--- src/rtl/pipe_pkg.sv ---
// Shared definitions for the RV32I pipeline registers: default widths,
// write-back source encodings and the control values that make up a bubble.
package pipe_pkg;

    localparam int unsigned XLEN_DEF   = 32;
    localparam int unsigned REG_AW_DEF = 5;
    localparam int unsigned RSRC_W_DEF = 2;
    localparam int unsigned CNT_W_DEF  = 16;

    typedef enum logic [1:0] {
        RSRC_ALU = 2'd0,
        RSRC_MEM = 2'd1,
        RSRC_PC4 = 2'd2
    } rsrc_e;

    // A bubble never writes anything and selects the ALU path.
    localparam int unsigned BUBBLE_RD        = 0;
    localparam logic        BUBBLE_VALID     = 1'b0;
    localparam logic        BUBBLE_REG_WRITE = 1'b0;
    localparam logic        BUBBLE_MEM_WRITE = 1'b0;

endpackage

--- src/rtl/pipe_field_reg.sv ---
// Generic pipeline field register: synchronous reset, synchronous clear to a
// fixed bubble value, and hold. Priority is reset > clear > hold > load.
module pipe_field_reg #(
    parameter int unsigned       WIDTH   = 1,
    parameter logic [WIDTH-1:0]  RST_VAL = '0,
    parameter logic [WIDTH-1:0]  CLR_VAL = '0
) (
    input  logic             clk,
    input  logic             rst,
    input  logic             clr,
    input  logic             hold,
    input  logic [WIDTH-1:0] d,
    output logic [WIDTH-1:0] q
);

    logic [WIDTH-1:0] q_r;

    // Field storage with reset/clear/hold/load priority
    always_ff @(posedge clk) begin
        if (rst) begin
            q_r <= RST_VAL;
        end else if (clr) begin
            q_r <= CLR_VAL;
        end else if (hold) begin
            q_r <= q_r;
        end else begin
            q_r <= d;
        end
    end

    assign q = q_r;

endmodule

--- src/rtl/ex_mem_pipe_reg.sv ---
// EX->MEM pipeline register with stall/flush, valid-gated side-effect
// controls, EX-stage forwarding match flags and a saturating stall counter.
module ex_mem_pipe_reg
    import pipe_pkg::*;
#(
    parameter int unsigned XLEN   = XLEN_DEF,
    parameter int unsigned REG_AW = REG_AW_DEF,
    parameter int unsigned RSRC_W = RSRC_W_DEF,
    parameter int unsigned CNT_W  = CNT_W_DEF
) (
    input  logic              Clk,
    input  logic              Reset,
    input  logic              stall_m,
    input  logic              flush_m,
    input  logic              valid_e,
    input  logic [XLEN-1:0]   alu_result_e,
    input  logic [XLEN-1:0]   write_data_e,
    input  logic [XLEN-1:0]   pc_plus4_e,
    input  logic [REG_AW-1:0] rd_e,
    input  logic              reg_write_e,
    input  logic              mem_write_e,
    input  logic [RSRC_W-1:0] result_src_e,
    input  logic [REG_AW-1:0] rs1_e,
    input  logic [REG_AW-1:0] rs2_e,
    output logic [XLEN-1:0]   alu_result_m,
    output logic [XLEN-1:0]   write_data_m,
    output logic [XLEN-1:0]   pc_plus4_m,
    output logic [REG_AW-1:0] rd_m,
    output logic              reg_write_m,
    output logic              mem_write_m,
    output logic [RSRC_W-1:0] result_src_m,
    output logic              valid_m,
    output logic              fwd_a_hit,
    output logic              fwd_b_hit,
    output logic [CNT_W-1:0]  stall_cnt
);

    localparam int unsigned       DATA_W      = 3 * XLEN;
    localparam int unsigned       CTRL_W      = RSRC_W + 2;
    localparam logic [REG_AW-1:0] RD_BUBBLE   = REG_AW'(BUBBLE_RD);
    localparam logic [RSRC_W-1:0] RSRC_BUBBLE = RSRC_W'(RSRC_ALU);
    localparam logic [CTRL_W-1:0] CTRL_BUBBLE = {BUBBLE_REG_WRITE, BUBBLE_MEM_WRITE, RSRC_BUBBLE};
    localparam logic [CNT_W-1:0]  CNT_MAX     = {CNT_W{1'b1}};

    logic [DATA_W-1:0] data_d_s;
    logic [DATA_W-1:0] data_q_s;
    logic [CTRL_W-1:0] ctrl_d_s;
    logic [CTRL_W-1:0] ctrl_q_s;
    logic [REG_AW-1:0] rd_q_s;
    logic              valid_q_s;
    logic              fwd_a_hit_s;
    logic              fwd_b_hit_s;
    logic              stall_only_s;
    logic [CNT_W-1:0]  stall_cnt_r;

    assign data_d_s = {alu_result_e, write_data_e, pc_plus4_e};
    // Side-effecting controls are qualified by valid before they are captured.
    assign ctrl_d_s = {reg_write_e & valid_e, mem_write_e & valid_e, result_src_e};

    pipe_field_reg #(
        .WIDTH   (DATA_W),
        .RST_VAL ({DATA_W{1'b0}}),
        .CLR_VAL ({DATA_W{1'b0}})
    ) u_data_reg (
        .clk  (Clk),
        .rst  (Reset),
        .clr  (flush_m),
        .hold (stall_m),
        .d    (data_d_s),
        .q    (data_q_s)
    );

    pipe_field_reg #(
        .WIDTH   (REG_AW),
        .RST_VAL ({REG_AW{1'b0}}),
        .CLR_VAL (RD_BUBBLE)
    ) u_rd_reg (
        .clk  (Clk),
        .rst  (Reset),
        .clr  (flush_m),
        .hold (stall_m),
        .d    (rd_e),
        .q    (rd_q_s)
    );

    pipe_field_reg #(
        .WIDTH   (CTRL_W),
        .RST_VAL (CTRL_BUBBLE),
        .CLR_VAL (CTRL_BUBBLE)
    ) u_ctrl_reg (
        .clk  (Clk),
        .rst  (Reset),
        .clr  (flush_m),
        .hold (stall_m),
        .d    (ctrl_d_s),
        .q    (ctrl_q_s)
    );

    pipe_field_reg #(
        .WIDTH   (1),
        .RST_VAL (BUBBLE_VALID),
        .CLR_VAL (BUBBLE_VALID)
    ) u_valid_reg (
        .clk  (Clk),
        .rst  (Reset),
        .clr  (flush_m),
        .hold (stall_m),
        .d    (valid_e),
        .q    (valid_q_s)
    );

    // A flush wins over a simultaneous stall, so that cycle is not counted.
    assign stall_only_s = stall_m & ~flush_m;

    // Saturating stall-cycle counter, cleared only by reset
    always_ff @(posedge Clk) begin
        if (Reset) begin
            stall_cnt_r <= {CNT_W{1'b0}};
        end else if (stall_only_s && (stall_cnt_r != CNT_MAX)) begin
            stall_cnt_r <= stall_cnt_r + {{(CNT_W-1){1'b0}}, 1'b1};
        end else begin
            stall_cnt_r <= stall_cnt_r;
        end
    end

    // Forwarding match against the MEM-stage destination; x0 never forwards
    always_comb begin
        fwd_a_hit_s = 1'b0;
        fwd_b_hit_s = 1'b0;
        if (valid_q_s && ctrl_q_s[CTRL_W-1] && (rd_q_s != {REG_AW{1'b0}})) begin
            fwd_a_hit_s = (rd_q_s == rs1_e);
            fwd_b_hit_s = (rd_q_s == rs2_e);
        end else begin
            fwd_a_hit_s = 1'b0;
            fwd_b_hit_s = 1'b0;
        end
    end

    assign alu_result_m = data_q_s[DATA_W-1 -: XLEN];
    assign write_data_m = data_q_s[2*XLEN-1 -: XLEN];
    assign pc_plus4_m   = data_q_s[XLEN-1:0];
    assign rd_m         = rd_q_s;
    assign reg_write_m  = ctrl_q_s[CTRL_W-1];
    assign mem_write_m  = ctrl_q_s[CTRL_W-2];
    assign result_src_m = ctrl_q_s[RSRC_W-1:0];
    assign valid_m      = valid_q_s;
    assign fwd_a_hit    = fwd_a_hit_s;
    assign fwd_b_hit    = fwd_b_hit_s;
    assign stall_cnt    = stall_cnt_r;

endmodule

--- config.mk ---
export PLATFORM = sky130hd
export DESIGN_NAME = ex_mem_pipe_reg
export DESIGN_NICKNAME = d
export VERILOG_FILES = /design/src/rtl/pipe_pkg.sv /design/src/rtl/pipe_field_reg.sv /design/src/rtl/ex_mem_pipe_reg.sv
export SDC_FILE = /design/constraint.sdc
export NUM_CORES = 1
export LEC_CHECK = 0
export CAP_MARGIN = 20
export CORE_ASPECT_RATIO = 1.2
export CORE_MARGIN = 8
export CORE_UTILIZATION = 43
export DETAILED_ROUTE_END_ITERATION = 7
export PLACE_DENSITY = 0.88
export SLEW_MARGIN = 20
export SYNTH_ARGS = -nofsm -noshare
export SYNTH_HDL_FRONTEND = slang
export SYNTH_SLANG_ARGS = --single-unit
--- constraint.sdc ---
create_clock -name Clk -period 3.45 [get_ports Clk]
set_input_delay 0.69 -clock Clk [delete_from_list [all_inputs] [get_ports Clk]]
set_output_delay 0.69 -clock Clk [all_outputs]
set_load 0.01 [all_outputs]
## Yosys cells after proc, flatten, opt, wreduce, memory -nomap -nowiden

Index checks and enable logic that the tools add are counted.

- $add $sub $neg: 1
- Equality and inequality tests: 3
- Muxes and demuxes: 2
- Bitwise gates (word level): 4
- Reductions and logical operators: 5

Operators by type and width:

| operator | count |
|---|---|
| $add A16 B1 Y16 const B | 1 |
| $ne A16 B16 Y1 const B | 1 |
| $eq A5 B5 Y1 | 2 |
| $reduce_bool A5 Y1 | 1 |
| $and A1 B1 Y1 | 3 |
| $logic_and A1 B1 Y1 | 3 |
| $mux W1 | 2 |
| $reduce_or A2 Y1 | 1 |
| $not A1 Y1 | 1 |

- Bits in registers: 122
- Input port bits: 120
- Output and inout port bits: 124
- Word-level logic and storage cells: 20

## Logic depth before layout (Yosys ltp)

Gate-level depths: netlist (run 1).

- Depth after elaboration: 3
- Gate-level depth with buffers: 6
- Gate-level depth less buffers: 5

## Cells and area by module

A second synthesis (run 1) with hierarchy kept.

- Cell total of the unflattened synthesis: 457
- Area, all modules: 4742.0 sq um

Modules (own cells, without submodules):

| module | instances | cells an instance | area an instance (sq um) | sequential area each (sq um) |
|---|---|---|---|---|
| pipe_field_reg at u_data_reg | 1 | 311 | 3415.8 | 1921.8 |
| ex_mem_pipe_reg | 1 | 114 | 954.7 | 320.3 |
| pipe_field_reg at u_rd_reg | 1 | 16 | 186.4 | 100.1 |
| pipe_field_reg at u_ctrl_reg | 1 | 13 | 145.1 | 80.1 |
| pipe_field_reg at u_valid_reg | 1 | 3 | 40.0 | 20.0 |

## Worst setup path before layout (run 1)

Ideal clock, no wire load.

- Path type: in2out
- From: in rs1_e[4]
- To: out fwd_a_hit
- Arrival: 1.330 ns
- Required time: 2.760 ns
- Path slack: 1.430 ns
- Stages: 3
- Path buffers: 0
- Cells stage by stage: xnor2_1 -> nand3_1 -> nor4_1

- Cells in the longest elaborated chain, start to end: 2

Ends and longest elaborated chain:

| what | line | RTL |
|---|---|---|
| start, declared | ex_mem_pipe_reg.sv:23 | `input logic [REG_AW-1:0] rs1_e,` |
| $eq A5 B5 Y1 | ex_mem_pipe_reg.sv:131 | `fwd_a_hit_s = (rd_q_s == rs1_e);` |
| $mux W1 | ex_mem_pipe_reg.sv:130 | `if (valid_q_s && ctrl_q_s[CTRL_W-1] && (rd_q_s != {REG_AW{1'b0}})) begin` |
| end, declared | ex_mem_pipe_reg.sv:33 | `output logic fwd_a_hit,` |

Every way passes these cells.

## Worst setup path after layout (run 1)

Ends and elaborated chain as after synthesis.

==> impl_metrics.yaml, run 1 <==
synthesis:
  yosysWarnings: 0
  yosysTopAreaCellShare_pct: 52.4
  synth_compound_area_share_pct: 4.67
  synthMuxAreaShare_pct: 22.1
  synth-edff-count: 0
  ys_ff_latch: 122
  yosys-top-cells-count: "122 x dfxtp_1, 109 x nor2_1, 103 x mux2i_1"
  yosys.area.top_type: "dfxtp_1"
  syn_inst: 455
  synth_top_family_by_area: "multiplexers"
  async_flop_share_pct: 0
  synth_seq_area_share_pct: 52.4
  synth_simple_gate_area_share_pct: 15.5
  synth.avg_cell_area_um2: 10.2
  synthXorXnorAreaFrac_pct: 1.88
  synth_fa_ha_area_share_pct: 0.268
  synthesis.nets: 576
  synthTopCellsByArea: "dfxtp_1 52%, mux2i_1 22%, nor2_1 8.8%, a21oi_1 1.6%, o31ai_1 1.4%"
  synth_area_um2: 4660
  synth_most_common_cell: "dfxtp_1"
  yosys.cell_types.count: 41
  ys.flop_type: "dfxtp_1"
clock_network:
  h-tree-depth: 4
  clockRootBuffer: "clkbuf_16"
  clkLatencyLatePin_ns: 0.41
  cts.sinks: 122
  cts_resized: 0
  cts_setup_buffers: 0
  hold_buffers: 0
  clk_pin_slew_ns: 0.06
  cts_tree: "yes"
  cts_buffers: 17
  clk_path_buf_depth: 2
power:
  p_sw_w: 0.000816
  p_int_w: 0.00286
  vdd_ir_drop_max_mv: 0.380
  pwr-share-clk_pct: 48.4
  leakage_nw: 3.11
  p_comb_share_pct: 11.4
  power_frac_seq_pct: 40.2
  powerDensity_nw_per_um2: 474
  switching_share_pct: 22.2
die:
  die_h_um: 130
  dieArea_um2: 14400
  fp.coreArea_um2: 10600
  start_util_pct: 44.1
  ios: 244
  die_x_um: 111
  rows: 41
sta:
  max_freq_mhz: 325
  finalSetupTns_ns: 0
  hold_viol: 0
  setup_viol: 0
  tightest_slew_ns: 0.912
  drv_slew: 0
  period_needed_ns: 3.08
  post-route-period-util_pct: 89.3
  skew_ns: 0.0120
  relSlewSlack_pct: 39.2
  grt_setup_unrepaired: "false"
place:
  placed_cell_area_um2: 7150
  hpwlAfterDp_um: 11700
  gp_congestion: 0.836
  io_buffers: 243
setup_path:
  start_kind: "input port"
  crit_fanout: 1
  worst-endpoint-arrival_ns: 2.39
  path_class: "in2out"
  cp-end-kind: "output pin"
  crit_required_ns: 2.76
min_path:
  min_path_type: "reg2reg"
final_layout:
  fin_nets: 814
  drive_above_1_share_pct: 6.23
  area_delta_synth_final_pct: 66.3
  num_antenna_cells: 0
  nFillCells: 731
  stdcell_area_um2: 7750
route:
  drt_pass1_iterations: 4
  num_vias: 4330
  initialDrtViolationCount: 192
  routed_wl_um: 15600
  routedWlPerCell_um: 18.6
  via_per_inst: 5.19
  postRouteAntennaNets: 0
  drc: 0
run:
  cap_violations: 0
global_routing:
  grt_usage_pct: 20.9
  grt_pass1_wl_um: 24000
  grt_max_degree: 62
  gr-total-overflow: 0
  antenna_found_initial: 1
  grt_pass1_vias: 4684
run_status:
  status: "finished clean"
## area by class of cell
type / instances / area (um2) / share of cell area [%]
flip-flops and latches: 122 / 2440 / 31.5
clock buffers: 20 / 447 / 5.76
inverters: 1 / 3.75 / 0.0484
well taps: 129 / 161 / 2.08
multi-input cells: 303 / 2080 / 26.8
repair buffers: 248 / 2470 / 31.9
clock inverters: 12 / 149 / 1.92
## per-stage QoR
step / instances / hold WS [ns] / setup WS (ns) / power (W) / utilization, %
floorplan: 455 / 0.516 / 1.43 / 0.00167 / -
global placement: 803 / 0.473 / 0.358 / 0.00191 / 67.7
CTS: 835 / 0.500 / 0.376 / 0.00371 / 73.3
detailed placement: 803 / 0.486 / 0.412 / 0.00192 / 67.7
global route: 835 / 0.521 / 0.296 / 0.00380 / 73.3
finish: 835 / 0.494 / 0.371 / 0.00368 / 73.3
## power by group through the flow
stage          clock network [W]  registers, W  logic, W
2_1_floorplan                  0       0.00152  0.000148
3_3_place_gp                   0       0.00150  0.000405
3_5_place_dp                   0       0.00151  0.000416
4_1_cts                  0.00181       0.00148  0.000421
5_1_grt                  0.00187       0.00148  0.000446
6_report                 0.00178       0.00148  0.000417
## routing by layer
metal	vias up	track usage, %	routed length, um
li1	2052	-	-
met1	2031	19.3	5510
met2	206	38.0	7900
met3	39	9.64	1600
met4	2	11.2	535
met5	-	0	8
## worst paths after layout
path                   start              end  slack, ns  depth (start not counted)
min          u_data_reg.q[7]  u_data_reg.q[7]       0.49                          2
max reg2reg     stall_cnt[8]     stall_cnt[2]       1.38                          4
max                 rs1_e[4]        fwd_a_hit       0.37                          5
min reg2reg  u_data_reg.q[7]  u_data_reg.q[7]       0.49                          2
## critical path, cell delays in order
cell and delay, ns:
clkdlybuf4s50_1 0.42, xnor2_1 0.25, nand3_1 0.13, nor4_1 0.30
clkdlybuf4s50_1 0.60
## placed cells by master (no fill, tap or decap), types with 6 or more instances in the layout
| cell | synthesis | routed |
|---|---|---|
| dfxtp_1 | 122 | 122 |
| xnor2_1 | 6 | 6 |
| clkdlybuf4s50_1 | 0 | 242 |
| or4_1 | 8 | 8 |
| o31ai_1 | 9 | 9 |
| clkbuf_16 | 0 | 17 |
| a21oi_1 | 15 | 15 |
| nor2_1 | 109 | 109 |
| mux2i_1 | 103 | 103 |
## cell families (layout without fill, tap and decap cells)
group                      after synthesis  after routing
xor gates and xnor gates                10             10
muxes                                  103            103
DFF                                    122            122
and+or+nand+nor                        154            154
adders and majority gates                1              1
buffers and inverters                   30            281
AOI/OAI and AO/OA                       35             35
## registers in the layout, summed over array words and instances, names as in the netlist
register,cells
u_ctrl_reg.q,4
u_rd_reg.q,5
stall_cnt,16
u_valid_reg.q,1
u_data_reg.q,96
Note: power is estimated with default switching activity, not from simulation.
==> run 2: changes to the inputs <==
--- a/config.mk
+++ b/config.mk
@@ -10,7 +10,7 @@
 export CORE_MARGIN = 8
 export CORE_UTILIZATION = 43
 export DETAILED_ROUTE_END_ITERATION = 7
-export PLACE_DENSITY = 0.88
+export PLACE_DENSITY = 0.86
 export SLEW_MARGIN = 20
 export SYNTH_ARGS = -nofsm -noshare
 export SYNTH_HDL_FRONTEND = slang
==> impl_metrics.yaml, run 2 (same netlist as run 1, synthesis figures left out) <==
route:
  num_vias: 4318
  drc: 0
  via_per_inst: 5.16
  routedWlPerCell_um: 18.4
  routed_wl_um: 15400
  postRouteAntennaNets: 0
  drt_pass1_iterations: 5
  initialDrtViolationCount: 193
die:
  die_h_um: 130
  ios: 244
  rows: 41
  dieArea_um2: 14400
  start_util_pct: 44.1
  die_x_um: 111
  fp.coreArea_um2: 10600
clock_network:
  clk_path_buf_depth: 2
  clkLatencyLatePin_ns: 0.41
  cts_setup_buffers: 0
  cts_resized: 0
  cts.sinks: 122
  clk_pin_slew_ns: 0.06
  cts_buffers: 17
  cts_tree: "yes"
  h-tree-depth: 4
  hold_buffers: 0
  clockRootBuffer: "clkbuf_16"
sta:
  relSlewSlack_pct: 32.3
  setup_slack_ns: 0.504
  period_needed_ns: 2.95
  finalSetupTns_ns: 0
  setup_viol: 0
  tightest_slew_ns: 1.02
  max_freq_mhz: 339
  grt_setup_unrepaired: "false"
  hold_viol: 0
  drv_slew: 0
  skew_ns: 0.00785
  post-route-period-util_pct: 85.4
run_status:
  status: "finished clean"
setup_path:
  crit_required_ns: 2.76
  cp-end-kind: "output pin"
  crit_fanout: 1
  path_class: "in2out"
  start_kind: "input port"
  worst-endpoint-arrival_ns: 2.26
place:
  place_ws_ns: 0.491
  io_buffers: 243
  gp_congestion: 0.824
  hpwlAfterDp_um: 11300
power:
  powerDensity_nw_per_um2: 491
  vdd_ir_drop_max_mv: 0.299
  leakage_nw: 3.14
global_routing:
  grt_usage_pct: 20.6
  gr-total-overflow: 0
  antenna_found_initial: 3
  grt_pass1_vias: 4613
  grt_max_degree: 65
  grt_pass1_wl_um: 23700
final_layout:
  most-common-layout-cells: "242 x clkdlybuf4s50_1, 122 x dfxtp_1, 109 x nor2_1"
  final_common_cell: "clkdlybuf4s50_1"
  area_delta_synth_final_pct: 68.1
  drive_above_1_share_pct: 6.52
  fin_nets: 814
  nFillCells: 737
  regArea_um2: 2440
  largest_reg_flops: 96
  multiInputGateArea_um2: 2080
run:
  cap_violations: 0
min_path:
  min_path_type: "reg2reg"
[run 2: changes by cell type in the layout (fill, tap and decap cells not counted), sizes merged]
cell      change
diode         +2
clkbuf        -2
bufinv        +2
clkinv        -2
clkinvlp      +2
[run 2: layer usage]
metal / part of all wire, % / global-route usage (%) / up-vias / routed length (um)
li1: - / - / 2058 / -
met1: 36 / 19.6 / 2015 / 5580
met2: 50 / 36.0 / 200 / 7780
met3: 9.1 / 9.87 / 43 / 1400
met4: 4.2 / 12.0 / 2 / 648
met5: 0.071 / 0 / - / 11
[run 2: path summary, 6_finish.rpt]
check	start	depth (start not counted)	slack [ns]	to
setup / recovery	rs1_e[4]	5	0.50	fwd_a_hit
hold reg to reg	u_data_reg.q[7]	2	0.49	u_data_reg.q[7]
hold / removal	u_data_reg.q[7]	2	0.49	u_data_reg.q[7]
setup reg to reg	stall_cnt[8]	4	1.36	stall_cnt[2]
[run 2: final cells by class]
type,count,area share (%)
clock buffer,18,5.61
timing repair buffer,248,31.7
inverter,1,0.0479
clock inverter,14,2.83
antenna,2,0.0639
sequential,122,31.2
tap,129,2.06
multi-input combinational,303,26.5
[run 2: power breakdown]
group | switching (W) | internal, W
Sequential | 0.0000257 | 0.00145
Combinational | 0.000157 | 0.000260
Clock | 0.000645 | 0.00130
Total | 0.000828 | 0.00301
[run 2: stage by stage]
stage	hold slack, ns	std cells	util (%)	total power, W	cell area [um2]
after floorplan	0.516	455	-	0.00167	4660
after global placement	0.472	803	67.8	0.00191	7170
after detailed placement	0.483	803	67.8	0.00192	7170
after CTS	0.497	835	74.1	0.00387	7830
after global routing	0.524	837	74.1	0.00397	7830
final	0.490	837	74.1	0.00384	7830
[run 2: worst max-delay path, stage by stage]
cell	delay (ns)
clkdlybuf4s50_1	0.48
xnor2_1	0.12
nand3_1	0.09
nor4_1	0.28
clkdlybuf4s50_1	0.59
==> run 3: changes to the inputs <==
--- a/config.mk
+++ b/config.mk
@@ -7,10 +7,10 @@
 export LEC_CHECK = 0
 export CAP_MARGIN = 20
 export CORE_ASPECT_RATIO = 1.2
-export CORE_MARGIN = 8
-export CORE_UTILIZATION = 43
+export CORE_MARGIN = 4
+export CORE_UTILIZATION = 39
 export DETAILED_ROUTE_END_ITERATION = 7
-export PLACE_DENSITY = 0.86
+export PLACE_DENSITY = 0.79
 export SLEW_MARGIN = 20
 export SYNTH_ARGS = -nofsm -noshare
 export SYNTH_HDL_FRONTEND = slang
==> constraint.sdc (replaced) <==
create_clock -name Clk -period 3.08 [get_ports Clk]
set_input_delay 0.616 -clock Clk [delete_from_list [all_inputs] [get_ports Clk]]
set_output_delay 0.616 -clock Clk [all_outputs]
set_load 0.01 [all_outputs]
==> impl_metrics.yaml, run 3 (same netlist as run 1, synthesis figures left out) <==
power:
  leakage_nw: 3.11
  vdd_ir_drop_max_mv: 0.314
  powerDensity_nw_per_um2: 523
die:
  die_x_um: 108
  rows: 43
  die_h_um: 128
  ios: 244
  dieArea_um2: 13800
  fp.coreArea_um2: 11600
  start_util_pct: 40.1
clock_network:
  clockRootBuffer: "clkbuf_16"
  cts_buffers: 17
  clk_path_buf_depth: 2
  cts_setup_buffers: 0
  cts_tree: "yes"
  h-tree-depth: 4
  hold_buffers: 0
  cts_resized: 0
  clk_pin_slew_ns: 0.05
  cts.sinks: 122
  clkLatencyLatePin_ns: 0.41
sta:
  hold_viol: 0
  finalSetupTns_ns: 0
  setup_viol: 0
  grt_setup_unrepaired: "false"
  tightest_slew_ns: 1.09
  max_freq_mhz: 354
  hold_ws_ns: 0.491
  drv_slew: 0
  skew_ns: 0.00837
  relSlewSlack_pct: 27.3
  post-route-period-util_pct: 91.6
  period_needed_ns: 2.82
place:
  post-place-cells: 831
  placed_cell_area_um2: 7200
  io_buffers: 243
  gp_congestion: 0.771
  hpwlAfterDp_um: 10300
global_routing:
  grt_pass1_vias: 4448
  grt_pass1_wl_um: 21800
  gr-total-overflow: 0
  grt_usage_pct: 20.3
  grt_max_degree: 66
  antenna_found_initial: 0
setup_path:
  crit_fanout: 1
  reg2reg_depth: 4
  crit_slowest_cell: "clkdlybuf4s50_1"
  cp-end-kind: "output pin"
  start_kind: "input port"
  cp_slowest_stage_delay_ns: 0.59
  r2r_slack_ns: 1.02
  r2r-end: "stall_cnt[2]"
  r2r_start: "stall_cnt[8]"
  worst_path_most_repeated_cell: "clkdlybuf4s50_1"
  worst-endpoint-arrival_ns: 2.21
  path_class: "in2out"
  crit_chain: "clkdlybuf4s50_1 -> xnor2_1 -> nand3_1 -> nor4_1 -> clkdlybuf4s50_1"
  crit_required_ns: 2.46
route:
  routedWlPerCell_um: 16.4
  via_per_inst: 4.91
  drc: 0
  drt_pass1_iterations: 4
  num_vias: 4240
  routed_wl_um: 14100
  initialDrtViolationCount: 183
  postRouteAntennaNets: 0
min_path:
  worst_hold_startpoint: "u_data_reg.q[1]"
  min_path_type: "reg2reg"
  holdPathStages: 2
  holdPathEnd: "u_data_reg.q[1]"
final_layout:
  stdcell_area_um2: 7790
  most-common-layout-cells: "242 x clkdlybuf4s50_1, 122 x dfxtp_1, 109 x nor2_1"
  largest_reg_flops: 96
  drive_above_1_share_pct: 6.37
  final_common_cell: "clkdlybuf4s50_1"
  area_delta_synth_final_pct: 67.2
  num_antenna_cells: 0
  fin_nets: 814
  finalNonFillerCells: 863
run_status:
  status: "finished clean"
run:
  cap_violations: 0
-- run 3: cell count changes in the layout (fill, tap and decap cells not counted), sizes merged --
cell and delta:
clkbuf +3, bufinv -3, diode -2
-- run 3: power by group --
part | switching (W) | internal (W)
clock network | 0.000705 | 0.00125
logic | 0.000172 | 0.000291
registers | 0.0000292 | 0.00163
-- run 3: final cells by class --
cell class                 count  area, um2
clock buffer                  21        470
clock inverter                11        120
fill                         900       3830
inverter                       1       3.75
multi-input combinational    303       2080
sequential                   122       2440
tap                          157        196
timing repair buffer         248       2480
-- run 3: critical path: cells and delay by family --
family	cells	cell delay, ns
buffers and inverters	2	1.06
XOR/XNOR	1	0.12
AND/OR/NAND/NOR	2	0.41
-- run 3: how the worst max path moves through the flow --
stage                        start       endpoint  slack (ns)
after floorplan            stall_m  stall_cnt[14]        1.20
after global routing      rs1_e[0]      fwd_a_hit        0.15
after global placement    rs1_e[4]      fwd_a_hit        0.28
after detailed placement  rs1_e[0]      fwd_a_hit        0.26
after CTS                 rs1_e[0]      fwd_a_hit        0.25
final                     rs1_e[0]      fwd_a_hit        0.26
-- run 3: routing by layer --
metal | up-vias | part of all wire [%] | global-route usage, %
li1 | 2061 | - | -
met1 | 1952 | 36 | 20.2
met2 | 198 | 51 | 36.0
met3 | 29 | 10 | 8.51
met4 | 0 | 2.4 | 9.73
met5 | - | 0 | 0
-- run 3: stage by stage --
stage               total power [W]  utilization (%)  setup WS, ns
global placement            0.00214             62.0         0.277
CTS                         0.00413             67.1         0.249
global route                0.00423             67.1         0.154
floorplan                   0.00187                -          1.20
detailed placement          0.00215             62.0         0.255
finish                      0.00407             67.1         0.259
